<file path="config.mk">
export PLATFORM = sky130hd
export DESIGN_NAME = multicycle_ctrl_flat
export DESIGN_NICKNAME = d
export VERILOG_FILES = /design/src/rtl/multicycle_ctrl_pkg.sv /design/src/rtl/multicycle_ctrl_if.sv /design/src/rtl/multicycle_ctrl_ctrl_out_rom.sv /design/src/rtl/multicycle_ctrl.sv /design/src/flat_wrapper.sv
export SDC_FILE = /design/constraint.sdc
export NUM_CORES = 1
export LEC_CHECK = 0
export ABC_AREA = 1
export BUFFER_PORTS_ARGS = -buffer_cell sky130_fd_sc_hd__buf_4
export CORE_AREA = 2 2 39 41
export DETAILED_ROUTE_END_ITERATION = 8
export DIE_AREA = 0 0 41 43
export GPL_TIMING_DRIVEN = 0
export HOLD_SLACK_MARGIN = 0.02
export PLACE_DENSITY = 0.58
export REMOVE_ABC_BUFFERS = 1
export SYNTH_ARGS = -nofsm -noshare
export SYNTH_HDL_FRONTEND = slang
export SYNTH_SLANG_ARGS = --single-unit
</file>
<file path="constraint.sdc">
create_clock -name clk -period 1.3 [get_ports clk]
set_input_delay 0.065 -clock clk [delete_from_list [all_inputs] [get_ports clk]]
set_output_delay 0.065 -clock clk [all_outputs]
set_load 0.02 [all_outputs]
</file>
<file path="src/rtl/multicycle_ctrl_pkg.sv">
// Shared processor definitions: FSM state codes, datapath mux encodings, control word.
// Latency: n/a (types and constants only).
// Backpressure: n/a.
package multicycle_ctrl_pkg;

    // FSM state codes; codes 10-15 are illegal and recover to FETCH
    typedef enum logic [3:0] {
        S_FETCH    = 4'd0,
        S_DECODE   = 4'd1,
        S_MEMADR   = 4'd2,
        S_MEMRD    = 4'd3,
        S_MEMWB    = 4'd4,
        S_MEMWR    = 4'd5,
        S_EXECUTER = 4'd6,
        S_EXECUTEI = 4'd7,
        S_ALUWB    = 4'd8,
        S_BRANCH   = 4'd9
    } state_t;

    // Instruction classes carried on Op
    localparam logic [1:0] OP_DP    = 2'b00;
    localparam logic [1:0] OP_MEM   = 2'b01;
    localparam logic [1:0] OP_BR    = 2'b10;
    localparam logic [1:0] OP_UNDEF = 2'b11;

    // Funct field bit positions
    localparam int FUNCT_IMM_BIT  = 5;
    localparam int FUNCT_LOAD_BIT = 0;

    // ALU B operand select
    localparam logic [1:0] SRCB_REG  = 2'b00;
    localparam logic [1:0] SRCB_IMM  = 2'b01;
    localparam logic [1:0] SRCB_FOUR = 2'b10;

    // Result bus select
    localparam logic [1:0] RES_ALUOUT = 2'b00;
    localparam logic [1:0] RES_DATA   = 2'b01;
    localparam logic [1:0] RES_ALU    = 2'b10;

    // One cycle's worth of datapath enables and selects
    typedef struct packed {
        logic       ir_write;
        logic       next_pc;
        logic       reg_w;
        logic       mem_w;
        logic       branch;
        logic       alu_op;
        logic       adr_src;
        logic       alu_src_a;
        logic [1:0] alu_src_b;
        logic [1:0] result_src;
    } ctrl_word_t;

    localparam ctrl_word_t CTRL_IDLE = '0;

endpackage

</file>
<file path="src/rtl/multicycle_ctrl_if.sv">
// Bundle of instruction-field inputs and datapath control outputs of the controller.
// Latency: n/a (wires only).
// Backpressure: MemReady is the only stall input; it travels in this bundle.
interface multicycle_ctrl_if;

    logic [1:0] Op;
    logic [5:0] Funct;
    logic       NoWrite;
    logic       MemReady;

    logic       IRWrite;
    logic       NextPC;
    logic       RegW;
    logic       MemW;
    logic       Branch;
    logic       ALUOp;
    logic       AdrSrc;
    logic       ALUSrcA;
    logic [1:0] ALUSrcB;
    logic [1:0] ResultSrc;
    logic       InstrRet;
    logic [3:0] State;

    // Datapath / instruction source side
    modport master (
        output Op, Funct, NoWrite, MemReady,
        input  IRWrite, NextPC, RegW, MemW, Branch, ALUOp, AdrSrc,
               ALUSrcA, ALUSrcB, ResultSrc, InstrRet, State
    );

    // Controller side
    modport slave (
        input  Op, Funct, NoWrite, MemReady,
        output IRWrite, NextPC, RegW, MemW, Branch, ALUOp, AdrSrc,
               ALUSrcA, ALUSrcB, ResultSrc, InstrRet, State
    );

endinterface

</file>
<file path="src/rtl/multicycle_ctrl_ctrl_out_rom.sv">
// State-to-control-word table for the multicycle controller (Moore outputs).
// Latency: purely combinational, zero cycles.
// Backpressure: MemReady gates the FETCH instruction-register/PC enables only.
module ctrl_out_rom
    import multicycle_ctrl_pkg::*;
(
    input  state_t     state,
    input  logic       mem_ready,
    output ctrl_word_t ctrl
);

    // Decode the current state into datapath enables; unlisted fields stay 0
    always_comb begin
        ctrl = CTRL_IDLE;
        case (state)
            S_FETCH: begin
                ctrl.alu_src_a  = 1'b1;
                ctrl.alu_src_b  = SRCB_FOUR;
                ctrl.result_src = RES_ALU;
                ctrl.ir_write   = mem_ready;
                ctrl.next_pc    = mem_ready;
            end
            S_DECODE: begin
                ctrl.alu_src_a  = 1'b1;
                ctrl.alu_src_b  = SRCB_FOUR;
                ctrl.result_src = RES_ALU;
            end
            S_MEMADR: begin
                ctrl.alu_src_b = SRCB_IMM;
            end
            S_MEMRD: begin
                ctrl.adr_src = 1'b1;
            end
            S_MEMWB: begin
                ctrl.result_src = RES_DATA;
                ctrl.reg_w      = 1'b1;
            end
            S_MEMWR: begin
                // Write strobe stays up for every stalled cycle of the access
                ctrl.adr_src = 1'b1;
                ctrl.mem_w   = 1'b1;
            end
            S_EXECUTER: begin
                ctrl.alu_op = 1'b1;
            end
            S_EXECUTEI: begin
                ctrl.alu_src_b = SRCB_IMM;
                ctrl.alu_op    = 1'b1;
            end
            S_ALUWB: begin
                ctrl.reg_w = 1'b1;
            end
            S_BRANCH: begin
                ctrl.alu_src_b  = SRCB_IMM;
                ctrl.result_src = RES_ALU;
                ctrl.branch     = 1'b1;
            end
            default: ctrl = CTRL_IDLE;
        endcase
    end

endmodule

</file>
<file path="src/rtl/multicycle_ctrl.sv">
// Multicycle processor control FSM: state register, next-state logic, output gating.
// Latency: outputs combinational from State and inputs; 2-5 cycles per instruction.
// Backpressure: MemReady=0 holds FETCH, MEMRD and MEMWR in place.
module multicycle_ctrl
    import multicycle_ctrl_pkg::*;
(
    input  logic               clk,
    input  logic               reset,
    multicycle_ctrl_if.slave   bus
);

    state_t     state_q;
    state_t     state_d;
    ctrl_word_t ctrl;
    logic       unused_funct;

    // Only the immediate and load bits of Funct steer the sequence
    assign unused_funct = ^bus.Funct[4:1];

    // State register; reset wins over any in-flight access
    always_ff @(posedge clk) begin
        if (reset) begin
            state_q <= S_FETCH;
        end else begin
            state_q <= state_d;
        end
    end

    // Next-state selection from instruction class and memory handshake
    always_comb begin
        state_d = S_FETCH;
        case (state_q)
            S_FETCH:    state_d = bus.MemReady ? S_DECODE : S_FETCH;
            S_DECODE: begin
                case (bus.Op)
                    OP_MEM:  state_d = S_MEMADR;
                    OP_DP:   state_d = bus.Funct[FUNCT_IMM_BIT] ? S_EXECUTEI : S_EXECUTER;
                    OP_BR:   state_d = S_BRANCH;
                    default: state_d = S_FETCH;
                endcase
            end
            S_MEMADR:   state_d = bus.Funct[FUNCT_LOAD_BIT] ? S_MEMRD : S_MEMWR;
            S_MEMRD:    state_d = bus.MemReady ? S_MEMWB : S_MEMRD;
            S_MEMWB:    state_d = S_FETCH;
            S_MEMWR:    state_d = bus.MemReady ? S_FETCH : S_MEMWR;
            S_EXECUTER,
            S_EXECUTEI: state_d = bus.NoWrite ? S_FETCH : S_ALUWB;
            S_ALUWB:    state_d = S_FETCH;
            S_BRANCH:   state_d = S_FETCH;
            default:    state_d = S_FETCH;
        endcase
    end

    ctrl_out_rom u_rom (
        .state     (state_q),
        .mem_ready (bus.MemReady),
        .ctrl      (ctrl)
    );

    // Architectural side effects are suppressed while reset is held;
    // mux selects pass through since they change no state on their own.
    assign bus.IRWrite   = ctrl.ir_write & ~reset;
    assign bus.NextPC    = ctrl.next_pc  & ~reset;
    assign bus.RegW      = ctrl.reg_w    & ~reset;
    assign bus.MemW      = ctrl.mem_w    & ~reset;
    assign bus.Branch    = ctrl.branch   & ~reset;
    assign bus.ALUOp     = ctrl.alu_op;
    assign bus.AdrSrc    = ctrl.adr_src;
    assign bus.ALUSrcA   = ctrl.alu_src_a;
    assign bus.ALUSrcB   = ctrl.alu_src_b;
    assign bus.ResultSrc = ctrl.result_src;

    // Retire pulse: last cycle of any instruction, i.e. leaving a non-FETCH state for FETCH
    assign bus.InstrRet  = (state_q != S_FETCH) && (state_d == S_FETCH) && !reset;
    assign bus.State     = state_q;

endmodule

</file>
<file path="src/flat_wrapper.sv">
// flat-port wrapper written by rule: the top's interface ports become plain ports
module multicycle_ctrl_flat import multicycle_ctrl_pkg::*;
  (clk, reset, bus_Op, bus_Funct, bus_NoWrite, bus_MemReady, bus_IRWrite, bus_NextPC, bus_RegW, bus_MemW, bus_Branch, bus_ALUOp, bus_AdrSrc, bus_ALUSrcA, bus_ALUSrcB, bus_ResultSrc, bus_InstrRet, bus_State);
  multicycle_ctrl_if bus_i ();
  input  logic clk;
  input  logic reset;
  input wire logic [$bits(bus_i.Op)-1:0] bus_Op;
  input wire logic [$bits(bus_i.Funct)-1:0] bus_Funct;
  input wire logic [$bits(bus_i.NoWrite)-1:0] bus_NoWrite;
  input wire logic [$bits(bus_i.MemReady)-1:0] bus_MemReady;
  output wire logic [$bits(bus_i.IRWrite)-1:0] bus_IRWrite;
  output wire logic [$bits(bus_i.NextPC)-1:0] bus_NextPC;
  output wire logic [$bits(bus_i.RegW)-1:0] bus_RegW;
  output wire logic [$bits(bus_i.MemW)-1:0] bus_MemW;
  output wire logic [$bits(bus_i.Branch)-1:0] bus_Branch;
  output wire logic [$bits(bus_i.ALUOp)-1:0] bus_ALUOp;
  output wire logic [$bits(bus_i.AdrSrc)-1:0] bus_AdrSrc;
  output wire logic [$bits(bus_i.ALUSrcA)-1:0] bus_ALUSrcA;
  output wire logic [$bits(bus_i.ALUSrcB)-1:0] bus_ALUSrcB;
  output wire logic [$bits(bus_i.ResultSrc)-1:0] bus_ResultSrc;
  output wire logic [$bits(bus_i.InstrRet)-1:0] bus_InstrRet;
  output wire logic [$bits(bus_i.State)-1:0] bus_State;
  assign bus_i.Op = bus_Op;
  assign bus_i.Funct = bus_Funct;
  assign bus_i.NoWrite = bus_NoWrite;
  assign bus_i.MemReady = bus_MemReady;
  assign bus_IRWrite = bus_i.IRWrite;
  assign bus_NextPC = bus_i.NextPC;
  assign bus_RegW = bus_i.RegW;
  assign bus_MemW = bus_i.MemW;
  assign bus_Branch = bus_i.Branch;
  assign bus_ALUOp = bus_i.ALUOp;
  assign bus_AdrSrc = bus_i.AdrSrc;
  assign bus_ALUSrcA = bus_i.ALUSrcA;
  assign bus_ALUSrcB = bus_i.ALUSrcB;
  assign bus_ResultSrc = bus_i.ResultSrc;
  assign bus_InstrRet = bus_i.InstrRet;
  assign bus_State = bus_i.State;
  multicycle_ctrl u_core (.clk(clk), .reset(reset), .bus(bus_i));
endmodule
</file>
Yosys cells after proc, flatten, opt, wreduce, memory -nomap -nowiden. Index checks and enable logic that the tools add are counted.

Add/subtract/negate cells: 0. Multiply operators: 0. Div/mod/pow operators: 0. Order comparisons: 0. Equal/unequal tests: 11. Shift operators: 0. Multiplexer cells: 17. Bitwise logic cells: 6. Reduce and logical (&&, ||, !) cells: 13.

Operators by type and width (number): 4-bit one-hot mux with 6 select lines (1); 4-bit by 3-bit equality test with 1-bit output (second input constant) (4); 4-bit one-hot mux with 3 select lines (1); 3-bit 2-to-1 mux (3); 4-bit by 2-bit equality test with 1-bit output (second input constant) (2); 4-bit equality test (second input constant) (2); 4-bit zero test (2); 1-bit 2-to-1 mux (8); 2-bit one-hot mux with 2 select lines (2); 2-bit OR reduction (4); 3-bit OR reduction (2); 1-bit bitwise AND (5); 4-bit by 1-bit equality test with 1-bit output (second input constant) (1); 4-bit 2-to-1 mux (1); 4-bit nonzero test (1); 2-bit by 1-bit equality test with 1-bit output (second input constant) (1); 2-bit equality test (second input constant) (1); 1-bit logical AND (2); 2-bit zero test (1); 2-bit 2-to-1 mux (1); 1-bit zero test (1); 1-bit NOT (1).

Bits in registers: 4. Bits in latches: 0. Bits in writable memories: 0. Memory bits (read-only): 0. Bits of input ports: 12. Output and inout bits: 17. Logic and storage cells: 48. Memories kept: 0.

Longest topological paths before layout.
Depth after elaboration: 6. Gate-level depth with buffers: 7.

Cells and area by module. Synthesis repeated with hierarchy kept, for this count alone.

Cell total of the unflattened synthesis: 101. Area total of the unflattened synthesis: 486.7 sq um.

By module, submodules not included: multicycle_ctrl (times used 1, cells an instance 68, area each 347.8 sq um, sequential area each 80.1 sq um); ctrl_out_rom (times used 1, cells an instance 33, area each 138.9 sq um, sequential area each 0.0 sq um).

Worst setup path after synthesis. Ideal clock, no wire load.

Path type: register -> output. Start point: register u_core.state_q[3], in the netlist u_core.bus.State[3]. End point: output port bus_NextPC. Arrival: 1385 ps. Required time: 1235 ps. Path slack: -150 ps. Stages on the path, launching flop included: 7. Path buffers: 1. Cells stage by stage: dfxtp_1 nor2_4 inv_4 nor2_2 nand2_1 nor2_1 buf_4.

Cells in the longest elaborated chain, start to end: 3.

RTL lines: start, declared (line multicycle_ctrl.sv:12) `state_t state_q;`; start signal, assigned (line multicycle_ctrl.sv:25) `state_q <= state_d;`; 4-bit zero test (line multicycle_ctrl_ctrl_out_rom.sv:15) `case (state)`; 2-bit 2-to-1 mux (line multicycle_ctrl_ctrl_out_rom.sv:15); 1-bit bitwise AND (line multicycle_ctrl.sv:63) `assign bus.NextPC = ctrl.next_pc & ~reset;`; end, declared (line flat_wrapper.sv:12) `output wire logic [$bits(bus_i.NextPC)-1:0] bus_NextPC;`.

No other way between the ends.

Worst setup path in the final report.
Start point: register u_core.state_q[1], in the netlist u_core.bus.State[1]. End point: output port bus_InstrRet.

Cells in the longest elaborated chain, start to end: 6. Elaborated cells between the ends (all ways): 13. Those cells by class: eq/ne (6); mux (1); reduce/logical (6).

RTL lines: 4-bit by 3-bit equality test with 1-bit output (line multicycle_ctrl.sv:32) `case (state_q)`; 2-bit OR reduction (no source line); 4-bit one-hot mux with 6 select lines (line multicycle_ctrl.sv:32); 4-bit zero test (line multicycle_ctrl.sv:74) `assign bus.InstrRet = (state_q != S_FETCH) && (state_d == S_FETCH) && !reset;`; 1-bit logical AND * (2 in series) (line multicycle_ctrl.sv:74); end, declared (line flat_wrapper.sv:21) `output wire logic [$bits(bus_i.InstrRet)-1:0] bus_InstrRet;`.

Mark *: on every way between the ends. The rest lies on a longest branch, timed or not.

==> results.toml <==
[sta]
relSlewSlack = 0.850
finalSetupViolCount = 3
fmax_mhz = 727
finalCritPeriodShare = 1.06
final_max_slew_viol_count = 0
worst_pin_slew_ns = 0.224
holdWs_ns = 0.0935
min_period_ns = 1.38
rsz0062_at_grt = "true"
final.setup.tns_ns = -0.227
layout_setup_ws_ns = -0.0759
timing_hold_violations_final = 0
final.setup_skew_ns = 0.000248

[setup_path]
critPathTopFamily = "simple AND/OR/NAND/NOR gates"
cpPeakStageDelay_ns = 0.37
worstPathRequired_ns = 1.24
worstSetupPathType = "register to primary output"
cp_cell_sequence = "inv_2, nor2_4, nand3_1, nand2_1, nor2_2, nand2_1, nor2_1, buf_4"
crit_path_start_kind = "register"
crit_buf_inv = 2
end_kind = "primary output"
worst_ep_arrival_time_ns = 1.31
crit_top_cell = "nand2_1"
worstPathMaxFanout = 7
crit_slowest_cell = "dfxtp_4"

[logic_synthesis]
synth_seq_area_share = 0.207
synth.avg_cell_area_um2 = 5.52
synth_seq_cells = 4
syn_inst = 70
ys.warnings.count = 0
synth_area_um2 = 387
yosys.cell_types.count = 17

[power]
ir_worst_vdd_uv = 504
total_power_uw = 591
p_leak_uw = 0.000386
powerDensity_nw_per_um2 = 794

[global_routing]
grt_usage = 0.178
grt_pass1_vias = 500
grt_pass1_wl_um = 2080
antenna_found_initial = 0
gr-total-overflow = 0
grt_max_degree = 10

[drt]
drtPass1Iterations = 4
drt_iter0_markers = 5
wl_um = 1320
drtAntennaViolNets = 0
route.detailed.drc = 0
routedWlPerCell_um = 11.2
vias = 567
via_per_inst = 4.81

[layout]
final_common_cell = "buf_4"
drive_above_1_share = 0.578
num_antenna_cells = 0
final_cell_mix = "buf_4, nor2_1, nand2_1"
fillers = 148
largest_reg_flops = 4
synthToLayoutAreaGrowth_pct = 92.6
nets = 116

[cts]
clkLatencyLatePin_ns = 0.23
cts.root.buffer_cell = "clkbuf_4"
cts_tree = "yes"
cts_buffer_depth = 2
cts_buffers = 3
clk_pin_slew_ns = 0.04
h-tree-depth = 1
cts.sinks = 4

[floorplan]
core-area_um2 = 1380
ioPinCount = 29
start_util = 0.279
die_h_um = 43
dieArea_um2 = 1760
rows = 14
die_x_um = 41

[run]
max_cap_violations = 0

[hold_path]
worstHoldPathType = "input pin to register"

[place]
io_buffers = 24
dp_hpwl_um = 877
gp_congestion = 0.722
place_ws_ns = 0.0277

[run_status]
status = "finished, violations left"
violations = "setup timing"
per-stage QoR:
stage	instance area [µm²]	std cells	util
global route	744	118	0.538
global placement	576	108	0.416
CTS	722	119	0.522
finish	744	118	0.538
floorplan	375	68	-
detailed placement	576	108	0.416
cell type report:
class	count	area [µm²]	share of cell area
clock buffer	3	22.5	0.0303
inverter	11	48.8	0.0655
timing repair buffer	30	240	0.323
tap	16	20.0	0.0269
multi-input combinational	54	318	0.427
sequential	4	95.1	0.128
where the power goes:
part	total, µW	leakage (µW)	switching (µW)	internal [µW]
clock network	152	0.0000138	48.9	103
logic	293	0.000336	166	127
registers	146	0.0000356	16.0	130
total	591	0.000386	231	360
metal layers:
layer  vias to the layer above  global-route usage  part of all wire
met3                         0              0.0314             0.061
met5                         -                   0                 0
met4                         0               0.100                 0
met2                        18               0.288              0.55
li1                        286                   -                 -
met1                       263               0.208              0.39
Yosys cell counts:
| library cell | instances | area [µm²] |
|---|---|---|
| nand3_1 | 10 | 50.1 |
| a211oi_1 | 1 | 7.51 |
| nor2_1 | 18 | 67.6 |
| buf_4 | 1 | 7.51 |
| inv_2 | 2 | 7.51 |
| inv_1 | 8 | 30.0 |
| nand2_1 | 13 | 48.8 |
| nor2_4 | 2 | 22.5 |
| buf_1 | 1 | 3.75 |
| o21ai_0 | 2 | 10.0 |
| nor2_2 | 3 | 18.8 |
| o211ai_1 | 1 | 7.51 |
| a21oi_1 | 1 | 5.00 |
| dfxtp_1 | 4 | 80.1 |
| o21bai_1 | 1 | 7.51 |
| inv_4 | 1 | 6.26 |
| nand4_1 | 1 | 6.26 |
timing repair:
item / CTS / global route
setup endpoints to repair: 9 / 9
pin swaps: 6 / 9
gates resized for setup: 23 / 10
hold buffers: 0 / 0
gates cloned: 1 / 0
buffers inserted: 7 / 1
cells by family (layout without fill, tap and decap cells):
kind of cell / after synthesis / in the layout / share of synthesized area
AND/OR/NAND/NOR: 47 / 48 / 0.553
AO/OA/AOI/OAI: 6 / 6 / 0.0971
flip-flops: 4 / 4 / 0.207
buffers and inverters: 13 / 44 / 0.142
worst paths after layout:
kind                                   from                             end  slack, ns  depth (start not counted)
min                                   reset  u_core.bus.State[2]$_SDFF_PP0_       0.09                          2
min reg2reg  u_core.bus.State[2]$_SDFF_PP0_  u_core.bus.State[3]$_SDFF_PP0_       0.66                          3
max reg2reg  u_core.bus.State[0]$_SDFF_PP0_  u_core.bus.State[1]$_SDFF_PP0_       0.08                          9
max          u_core.bus.State[1]$_SDFF_PP0_                    bus_InstrRet      -0.08                          8
worst register-to-register path: cells and delay by family (launching register included):
kind            cells  cell delay [ns]
simple gates        3             0.38
flops               1             0.36
compound gates      1             0.05
buf+inv             5             0.37
No activity file was read; power rests on OpenSTA's default activity.
